File: src/rtl/fetch_stage_pkg.sv
// Shared definitions for the instruction-fetch stage: default widths, the
// bubble encoding, the HALT opcode and the fetch state encoding.
package fetch_stage_pkg;

    localparam int          DEFAULT_PC_W      = 16;
    localparam int          DEFAULT_INSTR_W   = 16;
    localparam logic [15:0] DEFAULT_NOP_INSTR = 16'h0800;

    localparam int          OPCODE_W    = 5;
    localparam int          FUNCT_W     = 2;
    localparam logic [4:0]  HALT_OPCODE = 5'b00000;
    localparam logic [4:0]  NOP_OPCODE  = 5'b00001;

    typedef enum logic [1:0] {
        ST_RUN    = 2'b00,
        ST_WAIT   = 2'b01,
        ST_HALTED = 2'b10
    } fetch_state_t;

endpackage

File: src/rtl/fetch_stage_if_id_reg.sv
// IF/ID pipeline register (instruction, PC+2, valid) built from enabled
// synchronous-reset dff cells; flush inserts a bubble and beats load.

module dff #(
    parameter int           W       = 1,
    parameter logic [W-1:0] RST_VAL = '0
) (
    input  logic         clk,
    input  logic         rst,
    input  logic         en,
    input  logic [W-1:0] d,
    output logic [W-1:0] q
);
    // NOTE: sequential state uses non-blocking assignment so every register
    // samples pre-edge values regardless of process evaluation order.
    always_ff @(posedge clk) begin
        if (rst)
            q <= RST_VAL;
        else if (en)
            q <= d;
    end
endmodule

module if_id_reg #(
    parameter int                 PC_W      = 16,
    parameter int                 INSTR_W   = 16,
    parameter logic [INSTR_W-1:0] NOP_INSTR = 16'h0800
) (
    input  logic               clk,
    input  logic               rst,
    input  logic               load,
    input  logic               flush,
    input  logic [INSTR_W-1:0] instr,
    input  logic [PC_W-1:0]    pc_plus2,
    output logic [INSTR_W-1:0] instr_q,
    output logic [PC_W-1:0]    pc_plus2_q,
    output logic               valid_q
);

    logic               en;
    logic [INSTR_W-1:0] instr_d;
    logic [PC_W-1:0]    pc_plus2_d;
    logic               valid_d;

    // A bubble clears PC+2 as well so a flushed slot matches the reset image.
    always_comb begin
        en         = flush | load;
        instr_d    = flush ? NOP_INSTR : instr;
        pc_plus2_d = flush ? '0 : pc_plus2;
        valid_d    = ~flush;
    end

    dff #(.W(INSTR_W), .RST_VAL(NOP_INSTR)) u_instr (
        .clk (clk),
        .rst (rst),
        .en  (en),
        .d   (instr_d),
        .q   (instr_q)
    );

    dff #(.W(PC_W), .RST_VAL('0)) u_pc_plus2 (
        .clk (clk),
        .rst (rst),
        .en  (en),
        .d   (pc_plus2_d),
        .q   (pc_plus2_q)
    );

    dff #(.W(1), .RST_VAL(1'b0)) u_valid (
        .clk (clk),
        .rst (rst),
        .en  (en),
        .d   (valid_d),
        .q   (valid_q)
    );

endmodule

File: src/rtl/fetch_stage.sv
// Instruction-fetch stage: owns the PC, drives instruction memory, and feeds
// the IF/ID register while handling stall, redirect, wait states and HALT.
module fetch_stage
    import fetch_stage_pkg::*;
#(
    parameter int                 PC_W      = DEFAULT_PC_W,
    parameter int                 INSTR_W   = DEFAULT_INSTR_W,
    parameter logic [PC_W-1:0]    RESET_PC  = '0,
    parameter logic [INSTR_W-1:0] NOP_INSTR = DEFAULT_NOP_INSTR
) (
    input  logic               clk,
    input  logic               rst,
    input  logic               Stall,
    input  logic               Redirect,
    input  logic [PC_W-1:0]    RedirectPC,
    input  logic               Halt,
    input  logic [INSTR_W-1:0] IMemInstr,
    input  logic               IMemDone,
    output logic [PC_W-1:0]    IMemAddr,
    output logic               IMemEn,
    output logic [INSTR_W-1:0] InstrOut,
    output logic [PC_W-1:0]    PCPlus2Out,
    output logic               ValidOut,
    output logic [OPCODE_W-1:0] OpCode,
    output logic [FUNCT_W-1:0]  Funct,
    output logic               Halted,
    output logic               err
);

    fetch_state_t    state;
    fetch_state_t    state_next;
    logic [PC_W-1:0] pc;
    logic [PC_W-1:0] pc_plus2;
    logic            active;
    logic            take_redirect;
    logic            take_halt;
    logic            take_stall;
    logic            take_wait;
    logic            take_fetch;
    logic            if_id_load;
    logic            if_id_flush;

    // Event decode in priority order; HALTED masks everything except rst.
    always_comb begin
        active        = (state != ST_HALTED);
        take_redirect = active & Redirect;
        take_halt     = active & ~Redirect & Halt;
        take_stall    = active & ~Redirect & ~Halt & Stall;
        take_wait     = active & ~Redirect & ~Halt & ~Stall & ~IMemDone;
        take_fetch    = active & ~Redirect & ~Halt & ~Stall & IMemDone;
        pc_plus2      = pc + PC_W'(2);
        if_id_load    = take_fetch;
        if_id_flush   = take_redirect | take_halt | take_wait;
    end

    always_ff @(posedge clk) begin
        if (rst)
            state <= ST_RUN;
        else
            state <= state_next;
    end

    // NOTE: every combinational output gets a default first so no path
    // through the case can leave it unassigned and infer a latch.
    always_comb begin
        state_next = state;
        case (state)
            ST_RUN, ST_WAIT: begin
                if (take_redirect)
                    state_next = ST_RUN;
                else if (take_halt)
                    state_next = ST_HALTED;
                else if (take_stall)
                    state_next = state;
                else if (take_wait)
                    state_next = ST_WAIT;
                else
                    state_next = ST_RUN;
            end
            ST_HALTED: state_next = ST_HALTED;
            default:   state_next = ST_RUN;
        endcase
    end

    always_comb begin
        IMemEn = 1'b1;
        Halted = 1'b0;
        case (state)
            ST_HALTED: begin
                IMemEn = 1'b0;
                Halted = 1'b1;
            end
            default: begin
                IMemEn = 1'b1;
                Halted = 1'b0;
            end
        endcase
    end

    // PC only moves on a redirect or a completed, unstalled fetch.
    always_ff @(posedge clk) begin
        if (rst)
            pc <= RESET_PC;
        else if (take_redirect)
            pc <= RedirectPC;
        else if (take_fetch)
            pc <= pc_plus2;
    end

    if_id_reg #(
        .PC_W      (PC_W),
        .INSTR_W   (INSTR_W),
        .NOP_INSTR (NOP_INSTR)
    ) u_if_id (
        .clk        (clk),
        .rst        (rst),
        .load       (if_id_load),
        .flush      (if_id_flush),
        .instr      (IMemInstr),
        .pc_plus2   (pc_plus2),
        .instr_q    (InstrOut),
        .pc_plus2_q (PCPlus2Out),
        .valid_q    (ValidOut)
    );

    always_comb begin
        IMemAddr = pc;
        OpCode   = InstrOut[15:11];
        Funct    = InstrOut[1:0];
        err      = IMemEn & pc[0];
    end

endmodule

File: config.mk
export PLATFORM = sky130hd
export DESIGN_NAME = fetch_stage
export DESIGN_NICKNAME = d
export VERILOG_FILES = /design/src/rtl/fetch_stage_pkg.sv /design/src/rtl/fetch_stage_if_id_reg.sv /design/src/rtl/fetch_stage.sv
export SDC_FILE = /design/constraint.sdc
export NUM_CORES = 1
export LEC_CHECK = 0
export BUFFER_PORTS_ARGS = -buffer_cell sky130_fd_sc_hd__buf_2
export CAP_MARGIN = 25
export CORE_ASPECT_RATIO = 1.4
export CORE_MARGIN = 2
export CORE_UTILIZATION = 54
export DETAILED_ROUTE_END_ITERATION = 7
export PLACE_DENSITY = 0.9
export SLEW_MARGIN = 20
export SYNTH_ARGS = -nofsm -noshare
export SYNTH_HDL_FRONTEND = slang
export SYNTH_HIERARCHICAL = 1
export SYNTH_SLANG_ARGS = --single-unit
export TNS_END_PERCENT = 5
File: constraint.sdc
create_clock -name clk -period 3.12 [get_ports clk]
set_clock_uncertainty 0.05 [all_clocks]
set_input_delay 0.156 -clock clk [delete_from_list [all_inputs] [get_ports clk]]
set_output_delay 0.156 -clock clk [all_outputs]
set_load 0.02 [all_outputs]
==> flow_summary.yaml <==
run_status:
  outcome: "finished, final reports clean"
sta:
  tns_ns: 0
  rsz0062_at_grt: "false"
  worst_pin_slew_ns: 0.9994
  layout_setup_ws_ns: 0.5893
  min_period_over_period_pct: 81.11
  maxSlewViolCount: 0
  hold_viol: 0
  setup_viol: 0
  maxSlewHeadroom_pct: 33.37
  max_freq_mhz: 395.2
  fin_crit_ns: 2.531
synth:
  yosysWarnings: 6
  ys.flop_type: "dfxtp_1"
  synth_edf_count: 0
  netlist_area_um2: 2753
  synth_top_cell_by_area: "dfxtp_1"
  synthCells: 310
  syn_nets: 349
  synth.area.top_cells: "dfxtp_1 (37%), mux2i_1 (12%), nor2b_1 (7.0%), nor2_1 (5.7%), a31oi_1 (3.0%)"
  synth_top_area_share_pct: 37.09
  postSynthAreaPerCell_um2: 8.879
  ys_types: 53
  ys_ff_latch: 51
  yosysSeqAreaShare_pct: 37.09
  ys_async_sr_fraction_pct: 0
placed_design:
  pre_cts_ws_ns: 0.6244
  place_congestion: 0.8698
  port_buffers: 96
  hpwl_um: 4529
worst_hold_path:
  holdCritPathClass: "input pin to flop"
critical_path:
  cp_cell_sequence: "nand2b_1, nand2_1, clkinv_1, or2_2, mux2i_1, nor2_1"
  crit_slowest_cell: "or2_2"
  worst_setup_path_end_kind: "flop"
  crit_fanout: 34
  slowest_delay_ns: 0.79
  worstPathArrival_ns: 2.65
  setup.worst_path.class: "flop to flop"
  crit_path_start_kind: "flop"
  crit_family: "simple AND/OR/NAND/NOR gates"
  crit_required_ns: 3.24
  crit_buf_inv: 1
floorplanning:
  rows: 30
  die_area_um2: 5692
  initial_utilization_pct: 56.41
  io_pins: 97
  core-area_um2: 4880
  dieWidth_um: 64.34
  die_h_um: 88.48
clock_network:
  cts-resized-gates: 0
  insertion_delay_ns: 0.31
  htree_levels: 2
  cts_buffer_depth: 2
  path_clk_slew_ns: 0.09
  cts_tree: "yes"
  cts_buffers: 5
  cts_sinks: 51
  postCtsSetupRepairBufs: 0
  cts_root_buf: "clkbuf_8"
  cts_hold_buf: 0
final_layout:
  drive_above_1_share_pct: 31.09
  layout_common_cells: "buf_2 (96), dfxtp_1 (51), nor2_1 (41), mux2i_1 (33), nor2b_1 (31)"
  fill_cells: 429
  diodes: 0
  layout.nets: 424
  final_common_cell: "buf_2"
  area_growth_pct: 16.64
  fin_util_pct: 65.79
global_routing:
  grtUsageMet1_pct: 25.48
  grt_max_degree: 52
  met3_usage_pct: 3.944
  grt_usage_pct: 22.99
  busiest_layer: "met2"
  grt_pass1_wl_um: 10320
  grt_util_met2_pct: 41.57
  gr-total-overflow: 0
  first_global_vias: 2290
  antenna_found_initial: 0
pwr:
  internal_power_uw: 988.8
  power_frac_seq_pct: 50.5
  power.switching_uw: 435.3
  p_per_area_nw_per_um2: 443.6
  power_frac_comb_pct: 21.0
  switching_share_pct: 30.57
  peakVddDrop_mv: 0.2568
  power.leakage_uw: 0.001580
  p_clk_share_pct: 28.4
drt:
  drt_wl_total_um: 6365
  drc: 0
  num_vias: 2455
  vias_per_cell: 5.456
  avgRoutedWirePerCell_um: 14.14
  ant_nets: 0
  dr.first_iter.drc_count: 94
  dr.pass1.iters: 4
flow_run:
  cap_violations: 0
==> worst paths after layout <==
| kind | startpoint | to | slack, ns | cells after the start |
|---|---|---|---|---|
| worst max-delay path | state[0] | u_if_id/u_pc_plus2/q[3] | 0.59 | 6 |
| worst min-delay path | RedirectPC[0] | IMemAddr[0] | 0.04 | 3 |
| worst max register to register | state[0] | u_if_id/u_pc_plus2/q[3] | 0.59 | 6 |
| worst min register to register | u_if_id/u_instr/q[2] | u_if_id/u_instr/q[2] | 0.44 | 2 |
==> cell usage after synthesis (all sizes together), types with 4 or more instances <==
library cell	instances
a31oi	13
o21ai	4
a21oi	6
and3	9
and2	5
mux2i	33
nor2b	31
or3	4
nand3	10
nor2	42
dfxtp	51
buf	25
xnor2	9
inv	8
or2	4
clkbuf	6
nand2	10
==> registers in the layout, indices dropped and copies added (netlist names) <==
name	count
u_if_id/u_instr/q	16
IMemAddr	16
state	2
u_if_id/u_pc_plus2/q	16
u_if_id/u_valid/q	1
==> cell type report <==
cell class                      instances  area (um^2)  share of cell area [%]
Clock buffer                            6        82.58                   2.572
Clock inverter                          2        16.27                  0.5066
Inverter                                9        33.78                   1.052
Multi-Input combinational cell        219         1474                   45.91
Sequential cell                        51         1021                   31.80
Tap cell                               64        80.08                   2.494
Timing Repair Buffer                   99        503.0                   15.67
==> per-layer routing <==
metal,part of all wire [%],vias to the layer above
met5,0,-
met4,2.1,0
met3,7.4,12
met1,40,1108
li1,-,1206
met2,50,129
==> through the flow <==
| stage | instance area (um^2) | power, uW | cells | hold slack, ns |
|---|---|---|---|---|
| after floorplan | 2753 | 963.7 | 310 | 0.1784 |
| after global placement | 3112 | 1025 | 442 | 0.3491 |
| after detailed placement | 3112 | 1034 | 442 | 0.3609 |
| after CTS | 3211 | 1435 | 450 | 0.03290 |
| after global routing | 3211 | 1490 | 450 | 0.06975 |
| final | 3211 | 1424 | 450 | 0.03909 |
==> power by group through the flow <==
stage / Combinational, uW / Sequential (uW) / Clock (uW)
3_5_place_dp: 299 / 734 / 0
3_3_place_gp: 293 / 732 / 0
5_1_grt: 325 / 726 / 440
6_report: 299 / 720 / 405
4_1_cts: 301 / 719 / 414
2_1_floorplan: 199 / 765 / 0
==> worst register-to-register path: cells and delay by family, from the launching register on <==
kind	cells	cell delay, ns
and+or+nand+nor	4	1.58
DFF	1	0.33
muxes	1	0.31
buffers and inverters	1	0.13
==> cells by family (layout without fill, tap and decap cells) <==
group	after synthesis	count (layout)	synth area share, %
xor gates and xnor gates	12	12	3.819
DFF	51	51	37.09
muxes	33	33	12.00
AOI/OAI and AO/OA	39	39	9.637
and+or+nand+nor	134	134	27.55
buffers and inverters	40	116	9.454
adders and majority gates	1	1	0.4545
Power figures use the tool's default switching activity.
